===== src/rtl/fft_in_loader.sv =====
// Streaming front-end for the 4-lane FFT core: packs four samples per word,
// pads short frames with zeros and holds the stream off until the core is DONE.
module fft_in_loader #(
  parameter int WIDTH = 64,
  parameter int NPTS  = 256
) (
  input  logic                       CLK,
  input  logic                       RST,
  input  logic                       S_VALID,
  output logic                       S_READY,
  input  logic [WIDTH-1:0]           S_DATA,
  input  logic                       S_LAST,
  output logic [WIDTH-1:0]           D0,
  output logic [WIDTH-1:0]           D1,
  output logic [WIDTH-1:0]           D2,
  output logic [WIDTH-1:0]           D3,
  output logic [$clog2(NPTS)-3:0]    WADDR,
  output logic                       W_VALID,
  output logic                       START,
  input  logic                       DONE,
  output logic                       LEN_ERR
);

  localparam int CW = $clog2(NPTS);
  localparam logic [CW-1:0] LAST_IDX = CW'(NPTS - 1);

  typedef enum logic [1:0] {ST_LOAD, ST_PAD, ST_WAIT} state_t;

  state_t           state_reg, state_next;
  logic [CW-1:0]    scnt_reg;
  logic [CW-3:0]    waddr_reg;
  logic             w_valid_reg, start_reg, len_err_reg;

  logic             accept, wr_en, emit, at_end, len_err;
  logic [WIDTH-1:0] wr_data;
  logic [WIDTH-1:0] word_in [4];
  logic [WIDTH-1:0] d_lane  [4];

  always_comb begin
    S_READY    = (state_reg == ST_LOAD) && !RST;
    accept     = S_VALID && S_READY;
    wr_en      = accept || (state_reg == ST_PAD);
    wr_data    = (state_reg == ST_PAD) ? '0 : S_DATA;
    at_end     = (scnt_reg == LAST_IDX);
    emit       = wr_en && (scnt_reg[1:0] == 2'd3);
    // Error when LAST disagrees with the frame boundary, in either direction.
    len_err    = accept && (S_LAST != at_end);
    state_next = state_reg;
    case (state_reg)
      ST_LOAD: if (accept) begin
        if (at_end)      state_next = ST_WAIT;
        else if (S_LAST) state_next = ST_PAD;
      end
      ST_PAD:  if (at_end) state_next = ST_WAIT;
      ST_WAIT: if (DONE)   state_next = ST_LOAD;
      default:             state_next = ST_LOAD;
    endcase
  end

  always_ff @(posedge CLK) begin
    if (RST) begin
      state_reg   <= ST_LOAD;
      scnt_reg    <= '0;
      waddr_reg   <= '0;
      w_valid_reg <= 1'b0;
      start_reg   <= 1'b0;
      len_err_reg <= 1'b0;
    end else begin
      state_reg   <= state_next;
      // Counter wraps to zero after the last point, so WAIT starts at SCNT=0.
      if (wr_en) scnt_reg <= scnt_reg + 1'b1;
      if (emit)  waddr_reg <= scnt_reg[CW-1:2];
      w_valid_reg <= emit;
      start_reg   <= emit && (scnt_reg[CW-1:2] == '0);
      len_err_reg <= len_err;
    end
  end

  genvar gi;
  generate
    for (gi = 0; gi < 4; gi++) begin : g_lane
      logic [WIDTH-1:0] d_reg;
      if (gi < 3) begin : g_pack
        logic [WIDTH-1:0] pack_reg;
        always_ff @(posedge CLK) begin
          if (RST)                                     pack_reg <= '0;
          else if (wr_en && scnt_reg[1:0] == 2'(gi))   pack_reg <= wr_data;
        end
        assign word_in[gi] = pack_reg;
      end else begin : g_direct
        // The last lane completes the word, so it bypasses the pack register.
        assign word_in[gi] = wr_data;
      end
      always_ff @(posedge CLK) begin
        if (RST)       d_reg <= '0;
        else if (emit) d_reg <= word_in[gi];
      end
      assign d_lane[gi] = d_reg;
    end
  endgenerate

  assign D0      = d_lane[0];
  assign D1      = d_lane[1];
  assign D2      = d_lane[2];
  assign D3      = d_lane[3];
  assign WADDR   = waddr_reg;
  assign W_VALID = w_valid_reg;
  assign START   = start_reg;
  assign LEN_ERR = len_err_reg;

endmodule

===== config.mk =====
export PLATFORM = sky130hd
export DESIGN_NAME = fft_in_loader
export DESIGN_NICKNAME = d
export VERILOG_FILES = /design/src/rtl/fft_in_loader.sv
export SDC_FILE = /design/constraint.sdc
export NUM_CORES = 1
export LEC_CHECK = 0
export ABC_AREA = 1
export ABC_CLOCK_PERIOD_IN_PS = 4270
export CAP_MARGIN = 10
export CORE_ASPECT_RATIO = 1.4
export CORE_MARGIN = 5
export CORE_UTILIZATION = 50
export CTS_CLUSTER_SIZE = 30
export DETAILED_ROUTE_END_ITERATION = 10
export HOLD_SLACK_MARGIN = 0.1
export PLACE_DENSITY = 0.83
export SLEW_MARGIN = 10
export SYNTH_ARGS = -nofsm -noshare
export SYNTH_HDL_FRONTEND = slang
export SYNTH_SLANG_ARGS = --single-unit

===== constraint.sdc =====
create_clock -name CLK -period 4.27 [get_ports CLK]
set_input_delay 0.427 -clock CLK [delete_from_list [all_inputs] [get_ports CLK]]
set_output_delay 0.427 -clock CLK [all_outputs]
set_load 0.02 [all_outputs]

==> results of run 1 <==
## cell type report
class                   instances  area (µm²)  share of cell area (%)
clock inverters                10       81.33                  0.3795
repair buffers                349        3488                   16.28
multi-input cells            1493        6301                   29.41
clock buffers                  67        1319                   6.154
well taps                     445       556.8                   2.598
flip-flops and latches        467        9349                   43.63
inverters                      84       332.8                   1.553
## per-stage QoR
step	hold slack (ps)	std cells	setup WS, ps	utilization [%]	total power [mW]
after global placement	448.7	2837	1406	60.42	6.326
after CTS	327.4	2914	1665	64.65	10.15
after detailed placement	452.6	2837	1376	60.42	6.379
after floorplan	441.3	2198	2585	-	5.835
after global routing	377.8	2915	1453	64.71	10.53
final	355.7	2915	1619	64.71	10.12
## worst paths after layout
kind | slack [ps] | endpoint | start | depth (start not counted)
setup reg to reg | 1620 | D2[47] | state_reg[1] | 8
hold / removal | 360 | g_lane[0].g_pack.pack_reg[63] | RST | 4
hold reg to reg | 460 | g_lane[2].g_pack.pack_reg[28] | g_lane[2].g_pack.pack_reg[28] | 2
setup / recovery | 1620 | D2[47] | state_reg[1] | 8
## placed cells by master (no fill, tap or decap), drive strengths merged, types with 2 or more instances in the layout
| master | count |
|---|---|
| ha | 5 |
| nand3 | 4 |
| nand2 | 133 |
| clkinv | 10 |
| inv | 82 |
| a21oi | 63 |
| buf | 16 |
| nor2 | 877 |
| nor3 | 3 |
| clkdlybuf4s50 | 333 |
| dfxtp | 467 |
| and3 | 2 |
| o21ai | 403 |
| clkbuf | 67 |
## routing by layer
metal  up-vias  share of wire (%)  global-route usage [%]
met3       150                7.0                   3.510
met2       639                 50                   43.40
met4         0                5.5                   13.96
met1      6966                 38                   30.13
met5         -                  0                       0
li1       7399                  -                       -
## power groups by stage
stage	Combinational, mW	Sequential, mW	Clock (mW)
after floorplan	0.838	5.00	0
after global placement	1.40	4.92	0
after detailed placement	1.44	4.94	0
after CTS	1.46	4.85	3.84
after global routing	1.62	4.88	4.03
final	1.47	4.85	3.81
## worst register-to-register path, delay by kind of cell (launching register included)
| family | cells | cell delay [ps] |
|---|---|---|
| simple gates | 6 | 1140 |
| buf+inv | 2 | 1060 |
| flops | 1 | 370 |
## kinds of logic (layout without fill, tap and decap cells)
| family | count (synthesis) | in the layout | share of synthesized area [%] |
|---|---|---|---|
| and+or+nand+nor | 1021 | 1021 | 23.14 |
| adders and majority gates | 5 | 5 | 0.3741 |
| buffers and inverters | 238 | 510 | 6.577 |
| AOI/OAI and AO/OA | 467 | 467 | 13.99 |
| DFF | 467 | 467 | 55.91 |
==> flow_summary.ini, run 1 <==
[setup_path]
start_kind = flop
cp_slowest_cell = inv_8
cp.required_ps = 4740
crit_family = simple AND/OR/NAND/NOR gates
criticalPathCategory = reg -> reg
arrival_ps = 3120
cp_common_cell = nor2_1
cp_max_fo = 108
path_cells = nor2_2 > nand3_2 > nand2_4 > nand2_8 > inv_8 > buf_12 > nor2_1 > nor2_1
critPathBufInv = 2
critPathCaptureType = flop
critPathMaxStageDelay_ps = 590

[cts]
cts_tree = done
root_buffer = clkbuf_16
htree_levels = 2
cts_sinks = 467
cts_buffer_depth = 3
ctsResizeCount = 0
cts_buffers = 42
holdBufCountCts = 0
postCtsSetupRepairBufs = 0
clock_latency_ps = 540
clk_pin_slew_worst_paths_ps = 70

[synthesis]
synth.area.top_cells = dfxtp_1 (56%), nor2_1 (20%), o21ai_0 (7.6%), o21ai_1 (4.5%), nand2_1 (2.9%)
synth_area_um2 = 16720
synth_top_area_cell = dfxtp_1
synth_edf_count = 0
yosysMostFrequentCell = nor2_1
ys_types = 25
synthArstFlopShare_pct = 0
syn-num-nets = 2272
ys.flop_type = dfxtp_1
synth_seq_area_share_pct = 55.91
syn_avg_cell_area_um2 = 7.607
ys_ff_latch = 467
yosysTopAreaCellShare_pct = 55.91
netlist_top_cells_count = nor2_1 (876), dfxtp_1 (467), o21ai_0 (253)
ys.warnings.count = 0
syn_inst = 2198

[timing]
hold_violations = 0
fin_crit_sh_pct = 62.08
relSlewSlack_pct = 20.76
worstMarginPinSlew_ps = 1187
report.final.setup_viol = 0
rsz0062_at_grt = no
final_max_slew_viol_count = 0
min_period_ps = 2651
max_freq_ghz = 0.3773
finalClockSkew_ps = 9.715
tns_ps = 0

[finish]
syn_to_final_growth_pct = 28.15
largest_register_ff_count = 192
drive_above_1_share_pct = 3.887
fin_area_um2 = 21430
fin_nets = 2511
fillers = 2753
diodes = 0

[floorplanning]
rows = 79
die_h_um = 226.4
die_area_um2 = 37250
die_w_um = 164.6
io_pins = 335
initial_core_util_pct = 50.50
core_area_um2 = 33110

[global_routing]
grt_pass1_wl_um = 75960
grt_use_total_pct = 25.20
grt_max_degree = 144
grt-ovfl-total = 0
first_global_vias = 14520
grt_antenna_before_repair = 0

[worst_hold_path]
min_path_type = in -> reg

[routing]
post_drt_via_cell_ratio = 5.199
wl_um = 48920
via_count = 15150
drt_iter0_drc = 1274
drc = 0
drt-pass1-iter-count = 6
routedWlPerCell_um = 16.78
ant_nets = 0

[power]
ir_worst_vdd_v = 0.0004130
power.leakage_nw = 8.006
intPower_mw = 7.370
pwr-share-clk_pct = 37.6
combPwrFrac_pct = 14.5
seq_power_share_pct = 47.9
switchingPower_mw = 2.753
p_sw_share_pct = 27.20
p_per_area_nw_per_um2 = 472.4

[run_status]
status = finished, final reports clean

[place]
gp_congestion = 0.8372
io_buffer_count = 334
dp_hpwl_um = 29450
place_area_um2 = 20010

[flow_run]
drv_cap = 0
No activity file was read; power rests on OpenSTA's default activity.
==> inputs of run 2 (changes only) <==
--- a/config.mk
+++ b/config.mk
@@ -6,15 +6,15 @@
 export NUM_CORES = 1
 export LEC_CHECK = 0
 export ABC_AREA = 1
-export ABC_CLOCK_PERIOD_IN_PS = 4270
+export ABC_CLOCK_PERIOD_IN_PS = 2100
 export CAP_MARGIN = 10
 export CORE_ASPECT_RATIO = 1.4
 export CORE_MARGIN = 5
-export CORE_UTILIZATION = 50
+export CORE_UTILIZATION = 46
 export CTS_CLUSTER_SIZE = 30
 export DETAILED_ROUTE_END_ITERATION = 10
 export HOLD_SLACK_MARGIN = 0.1
-export PLACE_DENSITY = 0.83
+export PLACE_DENSITY = 0.8
 export SLEW_MARGIN = 10
 export SYNTH_ARGS = -nofsm -noshare
 export SYNTH_HDL_FRONTEND = slang
==> constraint.sdc (replaced) <==
create_clock -name CLK -period 2.1 [get_ports CLK]
set_input_delay 0.21 -clock CLK [delete_from_list [all_inputs] [get_ports CLK]]
set_output_delay 0.21 -clock CLK [all_outputs]
set_load 0.02 [all_outputs]
==> flow_summary.ini, run 2 (same netlist as run 1, synthesis figures left out) <==
[power]
ir_worst_vdd_v = 0.0005814
p_per_area_nw_per_um2 = 945.5
total_power_mw = 20.63
power.leakage_nw = 8.173

[place]
dp_hpwl_um = 31730
place_ws_ps = 14.62
gp_congestion = 0.8611
place_inst = 2873
io_buffer_count = 334

[finish]
fin_nets = 2532
largest_register_ff_count = 192
fillers = 3058
syn_to_final_growth_pct = 30.46
final_common_cell = nor2_1
drive_above_1_share_pct = 4.699
final_cells = 2953
mostFrequentLayoutCells = nor2_1 (875), dfxtp_1 (467), clkdlybuf4s50_1 (332)

[routing]
routedWlPerCell_um = 16.37
drc = 0
ant_nets = 0
via_count = 15130
wl_um = 48330
drt_iter0_drc = 1248
post_drt_via_cell_ratio = 5.124
drt-pass1-iter-count = 7

[cts]
cts_buffers = 44
cts_tree = done
cts_buffer_depth = 3
cts_sinks = 467
htree_levels = 2
clock_latency_ps = 540
clk_pin_slew_worst_paths_ps = 60
root_buffer = clkbuf_16

[timing]
hold_violations = 0
finalClockSkew_ps = 13.20
final_max_slew_viol_count = 0
fin_crit_sh_pct = 94.78
max_freq_ghz = 0.5024
tns_ps = 0
rsz0062_at_grt = no
worstMarginPinSlew_ps = 867.4
min_period_ps = 1990
report.final.setup_viol = 0
relSlewSlack_pct = 42.18
whs_ps = 316.6
fin_ws_ps = 109.6

[flow_run]
drv_cap = 0

[setup_path]
crit-reg2reg-launch = state_reg[1]
critPathCaptureType = flop
cp_max_fo = 110
start_kind = flop
startpoint = state_reg[1]
arrival_ps = 2410
cp.required_ps = 2520
criticalPathCategory = reg -> reg

[floorplanning]
die_w_um = 171.1
initial_core_util_pct = 46.56
die_area_um2 = 40320
die_h_um = 235.6
core_area_um2 = 35910
rows = 82
io_pins = 335

[global_routing]
grt-ovfl-total = 0
grt_antenna_before_repair = 1
grt_use_total_pct = 23.14
first_global_vias = 14470
grt_pass1_wl_um = 76600
grt_max_degree = 204

[worst_hold_path]
min_path_type = in -> reg
min-delay-start = S_VALID

[run_status]
status = finished, final reports clean
## run 2: changes by cell type in the layout (fill, tap and decap cells not counted), sizes merged
cell	change
buf	+18
clkbuf	-6
clkinv	+5
clkinvlp	+2
bufinv	+1
clkdlybuf4s50	-1
diode	+1
dlygate4sd3	+1
dlymetal6s2s	+1
inv	-1
## run 2: worst max-delay path, stage by stage (launching register included)
cell and delay (ps):
dfxtp_1 370, nor2_2 230, nand3_2 150, nand2_4 190
nand2_8 170, buf_12 230, o21ai_0 280, nor2_1 80
## run 2: cell type report
type | instances | area (µm²) | area share (%)
clock inverter | 17 | 153.9 | 0.7055
antenna | 1 | 2.502 | 0.01147
clock buffer | 61 | 1246 | 5.713
timing repair buffer | 368 | 3844 | 17.62
tap | 462 | 578.1 | 2.650
multi-input combinational | 1493 | 6304 | 28.90
inverter | 84 | 337.8 | 1.549
sequential | 467 | 9349 | 42.86
## run 2: power by group
group	total, mW	switching [mW]	internal, mW
Combinational	3.04	1.92	1.12
Sequential	9.86	0.355	9.51
Clock	7.72	3.31	4.41
Total	20.6	5.59	15.0
## run 2: through the flow
step           utilization [%]  cell area (µm²)
2_1_floorplan                -            16720
3_3_place_gp             56.77            20380
3_5_place_dp             56.77            20380
4_1_cts                  60.69            21790
5_1_grt                  60.75            21810
6_report                 60.75            21810
## run 2: final timing paths
| check | endpoint | slack, ps | cells after the start |
|---|---|---|---|
| worst min register to register | g_lane[2].g_pack.pack_reg[6] | 460 | 2 |
| worst max-delay path | D3[37] | 110 | 7 |
| worst max register to register | D3[37] | 110 | 7 |
| worst min-delay path | LEN_ERR | 320 | 3 |
## run 2: routing by layer
layer | share of wire, % | track usage (%)
met3 | 6.1 | 3.007
met1 | 38 | 27.70
met5 | 0 | 0
met4 | 5.6 | 12.30
met2 | 50 | 39.98
## run 2: repair_timing
action / 4_1_cts / 5_1_grt
endpoints found under the hold margin: 1 / 0
setup endpoints to repair: 0 / 15
hold buffers: 1 / 0
buffers inserted: 0 / 0
resized for setup: 0 / 4
